===== config.mk =====
export PLATFORM = sky130hd
export DESIGN_NAME = debug_reg_link
export DESIGN_NICKNAME = d
export VERILOG_FILES = /design/src/rtl/debug_reg_link.sv
export SDC_FILE = /design/constraint.sdc
export NUM_CORES = 1
export LEC_CHECK = 0
export CAP_MARGIN = 25
export CORE_ASPECT_RATIO = 1.1
export CORE_MARGIN = 1
export CORE_UTILIZATION = 40
export DETAILED_ROUTE_END_ITERATION = 16
export HOLD_SLACK_MARGIN = 0.15
export PLACE_DENSITY = 0.66
export SYNTH_ARGS = -nofsm -noshare
export SYNTH_HDL_FRONTEND = slang
export SYNTH_SLANG_ARGS = --single-unit
export TNS_END_PERCENT = 50

===== constraint.sdc =====
create_clock -name clk -period 3.8 [get_ports clk]
set_input_delay 0.57 -clock clk [delete_from_list [all_inputs] [get_ports clk]]
set_output_delay 0.57 -clock clk [all_outputs]
set_load 0.005 [all_outputs]

===== src/rtl/debug_reg_link.sv =====
// debug_reg_link
//   Debug-side initiator for the register file debug port. Decodes host
//   commands arriving as a byte stream from the debug UART receiver, holds
//   the CPU in reset, reads/writes architectural registers through the
//   debug port and streams the responses back to the UART transmitter.
//
// Parameters
//   TIMEOUT       inter-byte timeout (clk cycles) for a partial command
//   HOLD_ON_RESET debug_hold value during and after reset
//
// Ports
//   clk, rst                  clock, asynchronous active-low reset
//   rx_valid, rx_data         received byte strobe (no backpressure)
//   tx_valid, tx_data,
//   tx_ready                  response byte stream (valid/ready)
//   debug_hold                CPU reset / debug port ownership
//   debug_reg_oe/we           register read enable / write strobe
//   debug_reg_ra/rb           register index (rb mirrors ra)
//   debug_reg_data            write data
//   debug_reg_q               read data from register file port qa
//   rx_drop                   pulse when a byte is discarded while busy
module debug_reg_link #(
  parameter int TIMEOUT       = 100000,
  parameter bit HOLD_ON_RESET = 1'b1
) (
  input  logic        clk,
  input  logic        rst,
  input  logic        rx_valid,
  input  logic [7:0]  rx_data,
  output logic        tx_valid,
  output logic [7:0]  tx_data,
  input  logic        tx_ready,
  output logic        debug_hold,
  output logic        debug_reg_oe,
  output logic        debug_reg_we,
  output logic [4:0]  debug_reg_ra,
  output logic [4:0]  debug_reg_rb,
  output logic [31:0] debug_reg_data,
  input  logic [31:0] debug_reg_q,
  output logic        rx_drop
);

  localparam logic [3:0] S_IDLE      = 4'd0;
  localparam logic [3:0] S_GET_IDX   = 4'd1;
  localparam logic [3:0] S_GET_DATA  = 4'd2;
  localparam logic [3:0] S_WR_SETUP  = 4'd3;
  localparam logic [3:0] S_WR_PULSE  = 4'd4;
  localparam logic [3:0] S_WR_HOLD   = 4'd5;
  localparam logic [3:0] S_RD_SETUP  = 4'd6;
  localparam logic [3:0] S_RD_SAMPLE = 4'd7;
  localparam logic [3:0] S_SEND      = 4'd8;

  localparam logic [7:0] OP_WRITE = 8'h57;
  localparam logic [7:0] OP_READ  = 8'h52;
  localparam logic [7:0] OP_HOLD  = 8'h48;
  localparam logic [7:0] OP_GO    = 8'h47;
  localparam logic [7:0] RSP_ACK  = 8'h06;
  localparam logic [7:0] RSP_NAK  = 8'h15;

  localparam int          TW       = (TIMEOUT > 1) ? $clog2(TIMEOUT) : 1;
  localparam logic [TW-1:0] TMR_LAST = TW'(TIMEOUT - 1);

  logic [3:0]    state;
  logic [TW-1:0] tmr;
  logic [1:0]    byte_cnt;
  logic          is_wr;
  logic [1:0]    tx_left;     // response bytes still queued behind tx_data
  logic          clr_pend;    // release the CPU once the ACK is accepted
  logic [7:0]    idx_q;
  logic [31:0]   dbuf;
  logic [23:0]   tx_shift;
  logic          busy;

  // Strobes decode straight from the state so an async reset drops them at once.
  assign debug_reg_we = (state == S_WR_PULSE);
  assign debug_reg_oe = (state == S_RD_SETUP) || (state == S_RD_SAMPLE);
  assign debug_reg_rb = debug_reg_ra;
  assign busy = !((state == S_IDLE) || (state == S_GET_IDX) || (state == S_GET_DATA));

  // Control FSM and registered outputs
  always_ff @(posedge clk or negedge rst) begin
    if (!rst) begin
      state          <= S_IDLE;
      tmr            <= '0;
      byte_cnt       <= '0;
      is_wr          <= 1'b0;
      tx_left        <= '0;
      clr_pend       <= 1'b0;
      tx_valid       <= 1'b0;
      tx_data        <= '0;
      debug_hold     <= HOLD_ON_RESET;
      debug_reg_ra   <= '0;
      debug_reg_data <= '0;
      rx_drop        <= 1'b0;
    end else begin
      rx_drop <= rx_valid && busy;
      case (state)
        S_IDLE: begin
          if (rx_valid) begin
            tmr      <= '0;
            byte_cnt <= '0;
            tx_left  <= '0;
            case (rx_data)
              OP_WRITE: begin is_wr <= 1'b1; state <= S_GET_IDX; end
              OP_READ:  begin is_wr <= 1'b0; state <= S_GET_IDX; end
              OP_HOLD: begin
                debug_hold <= 1'b1;
                tx_valid   <= 1'b1;
                tx_data    <= RSP_ACK;
                state      <= S_SEND;
              end
              OP_GO: begin
                clr_pend <= 1'b1;
                tx_valid <= 1'b1;
                tx_data  <= RSP_ACK;
                state    <= S_SEND;
              end
              default: begin
                tx_valid <= 1'b1;
                tx_data  <= RSP_NAK;
                state    <= S_SEND;
              end
            endcase
          end
        end
        S_GET_IDX: begin
          if (rx_valid) begin
            tmr <= '0;
            if (is_wr) begin
              state <= S_GET_DATA;
            end else if ((rx_data[7:5] == 3'd0) && debug_hold) begin
              debug_reg_ra <= rx_data[4:0];
              state        <= S_RD_SETUP;
            end else begin
              tx_valid <= 1'b1;
              tx_data  <= RSP_NAK;
              state    <= S_SEND;
            end
          end else if (tmr == TMR_LAST) begin
            state <= S_IDLE;
          end else begin
            tmr <= tmr + TW'(1);
          end
        end
        S_GET_DATA: begin
          if (rx_valid) begin
            tmr      <= '0;
            byte_cnt <= byte_cnt + 2'd1;
            if (byte_cnt == 2'd3) begin
              // Bad commands are consumed in full before the NAK goes out.
              if ((idx_q[7:5] == 3'd0) && debug_hold) begin
                debug_reg_ra   <= idx_q[4:0];
                debug_reg_data <= {rx_data, dbuf[31:8]};
                state          <= S_WR_SETUP;
              end else begin
                tx_valid <= 1'b1;
                tx_data  <= RSP_NAK;
                state    <= S_SEND;
              end
            end
          end else if (tmr == TMR_LAST) begin
            state <= S_IDLE;
          end else begin
            tmr <= tmr + TW'(1);
          end
        end
        S_WR_SETUP: state <= S_WR_PULSE;
        S_WR_PULSE: state <= S_WR_HOLD;
        S_WR_HOLD: begin
          tx_valid <= 1'b1;
          tx_data  <= RSP_ACK;
          state    <= S_SEND;
        end
        S_RD_SETUP: state <= S_RD_SAMPLE;
        S_RD_SAMPLE: begin
          tx_valid <= 1'b1;
          tx_data  <= debug_reg_q[7:0];
          tx_left  <= 2'd3;
          state    <= S_SEND;
        end
        S_SEND: begin
          if (tx_valid && tx_ready) begin
            if (tx_left != 2'd0) begin
              tx_data <= tx_shift[7:0];
              tx_left <= tx_left - 2'd1;
            end else begin
              tx_valid <= 1'b0;
              state    <= S_IDLE;
              if (clr_pend) begin
                debug_hold <= 1'b0;
                clr_pend   <= 1'b0;
              end
            end
          end
        end
        default: state <= S_IDLE;
      endcase
    end
  end

  // Datapath holding registers (no reset needed; always loaded before use)
  always_ff @(posedge clk) begin
    if ((state == S_GET_IDX) && rx_valid) begin
      idx_q <= rx_data;
    end
    if ((state == S_GET_DATA) && rx_valid) begin
      dbuf <= {rx_data, dbuf[31:8]};
    end
    if (state == S_RD_SAMPLE) begin
      tx_shift <= debug_reg_q[31:8];
    end else if ((state == S_SEND) && tx_valid && tx_ready) begin
      tx_shift <= {8'd0, tx_shift[23:8]};
    end
  end

endmodule


# == Yosys cells after proc, flatten, opt, wreduce, memory -nomap -nowiden ==
# Cells that the tools add are included.
# word_totals
regBits,139
inputBits,44
output_inout_bits,55
wordCells,153
# op_classes
add_sub_neg,3
eq_ne,32
mux,63
n_reduce_logical,40
# op_table
cell,count
$mux W8,9
$mux W17,3
$mux W24,2
$pmux W8 S6,1
$mux W4,11
$pmux W17 S2,1
$eq A8 B7 Y1 const B,4
$pmux W4 S8,1
$mux W5,6
$ne A2 B2 Y1 const B,14
$reduce_and A11 Y1,2
$add A17 B1 Y17 const B,1
$eq A17 B17 Y1 const B,1
$mux W1,17
$eq A4 B3 Y1 const B,4
$pmux W8 S2,1
$reduce_bool A2 Y1,7
$reduce_and A4 Y1,3
$pmux W5 S2,1
$reduce_and A3 Y1,3
$eq A4 B2 Y1 const B,2
$logic_and A1 B1 Y1,8
$mux W2,4
$reduce_or A2 Y1,4
other kinds (21),28

# == Longest topological paths before layout ==
# Gate-level depths: netlist (run 1).
# depth
word_depth,6
depth_mapped,8
depth_no_buf,6

# == Worst setup path before layout (run 1) ==
# No wires, ideal clock.
# synth_timing
path_kind,register -> register
from,reg state[0]
to,"reg tx_shift[0], enable pin"
setup_ns,0.438
t_arrival_ns,3.108
setup_slack_ns,0.253
path_stages_with_launch,7
n_path_buf,3
synth_period_minus_slack_ns,3.547
path_cell_list,dfrtp_1 > buf_2 > or2_1 > buf_2 > or2_2 > clkbuf_1 > o21ai_0
# synth_between
elab_chain_cells,4
# synth_lines
item,line,source
from (decl),63,logic [3:0] state;
from (signal assigned),83,state <= S_IDLE;
from (signal assigned),104,OP_WRITE: begin is_wr <= 1'b1; state <= S_GET_IDX; end
from (signal assigned),105,OP_READ: begin is_wr <= 1'b0; state <= S_GET_IDX; end
$eq A4 B4 Y1,211,end else if ((state == S_SEND) && tx_valid && tx_ready) begin
$logic_and A1 B1 Y1 (2 in series),211,
$reduce_bool A2 Y1 (no line) (*),n/a,
to (signal assigned),210,tx_shift <= debug_reg_q[31:8];
to (signal assigned),212,"tx_shift <= {8'd0, tx_shift[23:8]};"
to (decl),71,logic [23:0] tx_shift;
# Every way passes the cells marked *; elsewhere a longest branch is shown, timed or not.
# A chain may end at the register's enable or synchronous reset.

# == Worst setup path in the final report (run 1) ==
# layout_timing
from,reg state[0]
to,out debug_reg_we
# layout_between
elab_chain_cells,1
# layout_lines
item,line,source
$eq A4 B3 Y1,75,assign debug_reg_we = (state == S_WR_PULSE);
to (decl),35,"output logic debug_reg_we,"
# No other way between the ends.

==> out/qor.csv, run 1 <==
metric;value;unit
FF+latch count, synth;131;
Final Cycle Share;74.2;%
final core area utilization;52.8;%
Post-CTS Hold Fix Bufs;0;
CP Data Arrival Time;2.25;ns
WS Path Type;reg2out;
Ys Warns;0;
mean cell area of the mapped netlist;12.1;sq um
Die Span Y;129;um
DR iter-0 viols;394;
latest clock arrival within the worst-skew pair;0.42;ns
Die Wd;118;um
die area;15300;sq um
drt first pass iters;5;
antenna violations before repair;0;
Startpoint Class;flop;
Place WS;0.899;ns
root buffer selected by CTS;clkbuf_16;
RePlAce Congestion;0.887;
Setup TNS Final;0;ns
setup ws final;0.980;ns
clk_skew;0.00748;ns
Synth Flop Type;dfrtp_1;
# IOs;99;
crit path time final;2.82;ns
status;finished, final reports clean;
post-CTS setup buffer count;0;
filler-free cell count of the finished design;793;
Final Hold Violating Endpoints;0;
synth top area cells;dfrtp_1, edfxtp_1, mux2_2;
Max Fclk;355;MHz
dpl cell area;7040;sq um
first-pass GRT wire length;20100;um
Finished Cell Area;7630;sq um
ys async rst share;57.3;%
largest fanout on the critical path;20;
post-synth top area cell;dfrtp_1;
antenna diode count;0;
IO buf count;98;
synthesized net count;536;
Wirelength per Cell;15.5;um
grt total ovfl;0;
Max-cap violations;0;
TritonCTS Buffers;17;
largest net degree at the start of global routing;76;
Hold Crit Class;reg2reg;
vias per cell;5.24;
Syn Std Cell Area;5910;sq um
Pwr Density;520;nW/um^2
GRT Resource Usage Total;17.1;%
number of synthesized flops with an enable pin;56;
Synth Instances;489;
layout cell share with drive strength beyond 1;16.3;%
CTS sink count;131;
placed cells;759;
vias in the first global route;4058;
post-detail-place hpwl;8440;um
Yosys top cell area share;31.3;%
DR DRC count;0;
fin. max-slew vios;0;
worst rel slew slack;54.1;%
worst slew pin tran;0.684;ns
Worst VDD drop;0.294;mV
Seq/Total Area, Yosys;60.2;%
Vias;4159;
Post-Route WL;12300;um
Area Overhead vs Synth;29.1;%
antenna violation net count after detailed routing;0;
core area;14400;sq um
# setup viols final;0;
H-Tree Depth;4;
leakage;3.16;nW
CP endpoint kind;output pin;
CTS tree;built;
RSZ-0062 raised after global routing;no;
synth unique cells;67;
Reg clk slew, reported paths;0.05;ns
WP data required;3.23;ns
NumNets Final;635;
Initial Util;40.9;%
number of core rows;46;
post-CTS resize count;0;
Clock Path Buffers;2;
[cell usage after synthesis (all sizes together), types with 4 or more instances]
library cell / count
edfxtp: 56
a21oi: 19
or2: 4
nor3: 9
or3: 7
inv: 9
a22o: 4
and2: 5
or4: 4
mux2: 49
nand2: 70
nor2: 32
buf: 17
nand4: 4
and3: 10
o21ai: 31
dfrtp: 74
clkbuf: 8
xor2: 4
nand3: 12
nand2b: 6
[final timing paths]
path                            startpoint                 to  slack (ns)  cells past startpoint
worst max-delay path              state[0]       debug_reg_we        0.98                      3
worst min-delay path              dbuf[19]           dbuf[11]        0.44                      0
worst max register to register    state[0]       tx_shift[17]        1.12                      4
worst min register to register    dbuf[19]           dbuf[11]        0.44                      0
max in group asynchronous              rst         debug_hold        2.60                      3
min in group asynchronous              rst  debug_reg_data[0]        0.58                      2
[flip-flops by register name (all words and copies together) (netlist names), 4 cells and up]
register	flops
debug_reg_data	32
tmr	17
dbuf	24
state	4
tx_shift	24
debug_reg_ra	5
idx_q	8
tx_data	8
[through the flow]
step           hold slack, ns  power [mW]
2_1_floorplan           0.274        2.19
3_3_place_gp            0.426        2.44
3_5_place_dp            0.431        2.47
4_1_cts                 0.331        4.02
5_1_grt                 0.454        4.17
6_report                0.443        3.97
[metal layers]
| layer | up-vias | track usage (%) | wire, um | share of wire, % |
|---|---|---|---|---|
| met1 | 2033 | 20.9 | 5330 | 43 |
| met5 | - | 0 | 0 | 0 |
| li1 | 1975 | - | - | - |
| met3 | 25 | 4.71 | 630 | 5.1 |
| met4 | 0 | 8.14 | 268 | 2.2 |
| met2 | 126 | 28.1 | 6060 | 49 |
[cells in the final DEF, fill, tap and decap left out, types with 9 or more instances in the layout]
cell type,netlist,layout
nor2_1,31,30
o21ai_0,27,26
edfxtp_1,56,56
mux2_2,44,44
dfrtp_1,74,74
clkbuf_16,0,18
nand3_1,12,12
and3_1,10,10
clkdlybuf4s50_1,0,97
nand2_1,70,70
inv_1,9,9
a21oi_1,19,19
[worst max-delay path, cell delays in order (launching register included)]
cell and delay, ns:
dfrtp_1 0.60, or2_1 0.48, nor2_1 0.22, clkdlybuf4s50_1 0.54
[layout make-up]
class | instances | area [sq um]
fillers | 1228 | 6810
multi-input cells | 324 | 2190
repair buffers | 105 | 1050
inverters | 9 | 33.8
flip-flops and latches | 131 | 3560
clock inverters | 8 | 76.3
well taps | 192 | 240
clock buffers | 24 | 483
[report_power, final]
part	total [mW]	internal, mW	switching (mW)	leakage [nW]
logic	0.707	0.371	0.336	1.37
clock network	1.53	0.952	0.582	0.267
registers	1.73	1.64	0.0859	1.53
total	3.97	2.97	1.00	3.16
[kinds of logic after synthesis]
group,Yosys count,synth area share [%]
xor gates and xnor gates,5,0.741
muxes,52,10.2
buffers and inverters,34,2.90
adders and majority gates,3,0.635
DFF,131,60.2
and+or+nand+nor,183,16.0
AOI/OAI and AO/OA,81,9.38
Note: power is estimated with default switching activity, not from simulation.
==> run 2: changes to the inputs <==
==> constraint.sdc (replaced) <==
create_clock -name clk -period 2.5 [get_ports clk]
set_input_delay 0.375 -clock clk [delete_from_list [all_inputs] [get_ports clk]]
set_output_delay 0.375 -clock clk [all_outputs]
set_load 0.005 [all_outputs]
==> run 2 against run 1 <==
  * First-iteration DRC count decreased by 21%
  * Clock-buffer cell count decreased by 5
  * Die area unchanged
  * Critical path type unchanged
==> out/qor.csv, run 2 (synthesis gave the netlist of run 1 again) <==
metric;value;unit;change
Die Span Y;129;um;unchanged
clk_skew;0.00599;ns;-0.00148 ns
hold_ws;0.442;ns;-0.000835 ns
layout cell share with drive strength beyond 1;20.4;%;+4.1 points
worst rel slew slack;51.4;%;-2.7 points
Sw Share;25.4;%;+0.16 points
WP data required;2.12;ns;-1.11 ns
largest reg by FF count;debug_reg_data;;
post-detail-place hpwl;9050;um;+7.2%
Initial Util;40.9;%;unchanged
vias in the first global route;4229;;+4.2%
combinational share of power;18.7;%;+0.9 points
grt total ovfl;0;;unchanged
Final Cycle Share;95.6;%;
GRT Resource Usage Total;17.8;%;+0.77 points
most common cell after layout, fill and taps aside;clkdlybuf4s50_1;;
Post-Route WL;12600;um;+2.6%
worst r2r dst;tmr[16];;
most frequent cells in the layout;clkdlybuf4s50_1, dfrtp_1, nand2_1;;
Wirelength per Cell;15.5;um;-0.14%
die area;15300;sq um;unchanged
antenna diode count;0;;unchanged
RSZ-0062 raised after global routing;no;;
leakage;3.29;nW;+4.1%
NumNets Final;657;;+3.5%
CP Data Arrival Time;2.02;ns;-0.23 ns
switching power;1.57;mW;+56%
first-pass GRT wire length;21000;um;+4.8%
hold path depth;0;;unchanged
H-Tree Depth;4;;unchanged
DR DRC count;0;;unchanged
Worst VDD drop;0.495;mV;+68%
internal cell power;4.60;mW;+55%
Reg clk slew, reported paths;0.06;ns;about the same
IO buf count;98;;unchanged
drt first pass iters;5;;unchanged
number of core rows;46;;unchanged
antenna violations before repair;0;;unchanged
Hold Crit Class;reg2reg;;
status;finished, final reports clean;;
# IOs;99;;unchanged
root buffer selected by CTS;clkbuf_16;;
DR iter-0 viols;312;;-21%
Startpoint Class;flop;;
RR Startpoint;tmr[0];;
antenna violation net count after detailed routing;0;;unchanged
Final Total Pwr;6.16;mW;+55%
CTS tree;built;;
worst slew pin tran;0.724;ns;+0.0395 ns
Die Wd;118;um;unchanged
sequential share of power;42.3;%;-1.3 points
TritonCTS Buffers;17;;unchanged
RePlAce Congestion;0.866;;-2.4%
Vias;4209;;+1.2%
CP endpoint kind;output pin;;
Final Hold Violating Endpoints;0;;unchanged
latest clock arrival within the worst-skew pair;0.42;ns;about the same
CTS sink count;131;;unchanged
Largest register FFs;32;;unchanged
core area;14400;sq um;unchanged
vias per cell;5.16;;-1.5%
WS Path Type;reg2out;;
largest fanout on the critical path;11;;-45%
largest net degree at the start of global routing;48;;-37%
path depth of the worst reg2reg path;6;;+2
Clock Path Buffers;2;;unchanged
fin. max-slew vios;0;;unchanged
reg2reg setup slack;0.26;ns;-0.86 ns
WHS Endpoint;dbuf[22];;
Clock Power Share;39.0;%;+0.4 points
Area Overhead vs Synth;32.8;%;
# setup viols final;0;;unchanged
hold_sp;dbuf[30];;
Pwr Density;785;nW/um^2;+51%
Max-cap violations;0;;unchanged
crit path time final;2.39;ns;
Max Fclk;418;MHz;
Top Registers;debug_reg_data (32), dbuf (24), tx_shift (24);;
## run 2: cell types whose count changed in the layout (fill, tap and decap cells not counted), sizes merged
cell	delta
buf	+22
clkbuf	-5
clkinv	+3
inv	+3
clkinvlp	-2
bufinv	+1
## run 2: cell type report
type | instances | area [sq um]
fill | 1219 | 6600
sequential | 131 | 3560
multi-input combinational | 324 | 2190
timing repair buffer | 127 | 1250
clock buffer | 19 | 443
tap | 192 | 240
clock inverter | 13 | 133
inverter | 9 | 33.8
## run 2: worst max path at each step
stage,startpoint,cells after the start,to,slack [ns]
global route,state[1],4,debug_reg_we,0.02
finish,state[1],4,debug_reg_we,0.11
detailed placement,rx_data[5],6,tx_data[5],-0.05
CTS,state[1],4,debug_reg_we,0.03
floorplan,state[3],3,dbuf[10],0.03
global placement,rx_data[5],6,tx_data[7],-0.03
## run 2: through the flow
stage	cell area, sq um	util (%)	cells	setup slack (ns)	setup TNS [ns]
floorplan	5910	-	489	0.0276	0
global placement	7260	50.2	782	-0.0261	-0.130
detailed placement	7260	50.2	782	-0.0499	-0.206
CTS	7850	54.3	815	0.0302	0
global route	7850	54.3	815	0.0207	0
finish	7850	54.3	815	0.109	0
## run 2: power by group through the flow
stage / Sequential, mW / Clock [mW] / Combinational (mW)
global placement: 2.65 / 0 / 1.13
finish: 2.61 / 2.40 / 1.15
global route: 2.63 / 2.55 / 1.27
floorplan: 2.62 / 0 / 0.710
detailed placement: 2.65 / 0 / 1.16
CTS: 2.61 / 2.46 / 1.16
## run 2: timing repair
item,in CTS,in global routing
endpoints found under the setup margin,1,2
buffers inserted,0,0
cloned,0,0
endpoints found under the hold margin,46,0
resized for setup,1,3
hold buffers,1,0
## run 2: critical path, stage by stage (launching register included)
cell and delay (ns):
dfrtp_2 0.48, or2_4 0.29, buf_4 0.17, nor2_1 0.14, clkdlybuf4s50_1 0.53
## run 2: metal layers
layer	part of all wire (%)	global-route usage, %
met3	5.2	5.41
met2	50	29.1
met1	43	21.8
met5	0	0
met4	1.8	8.22
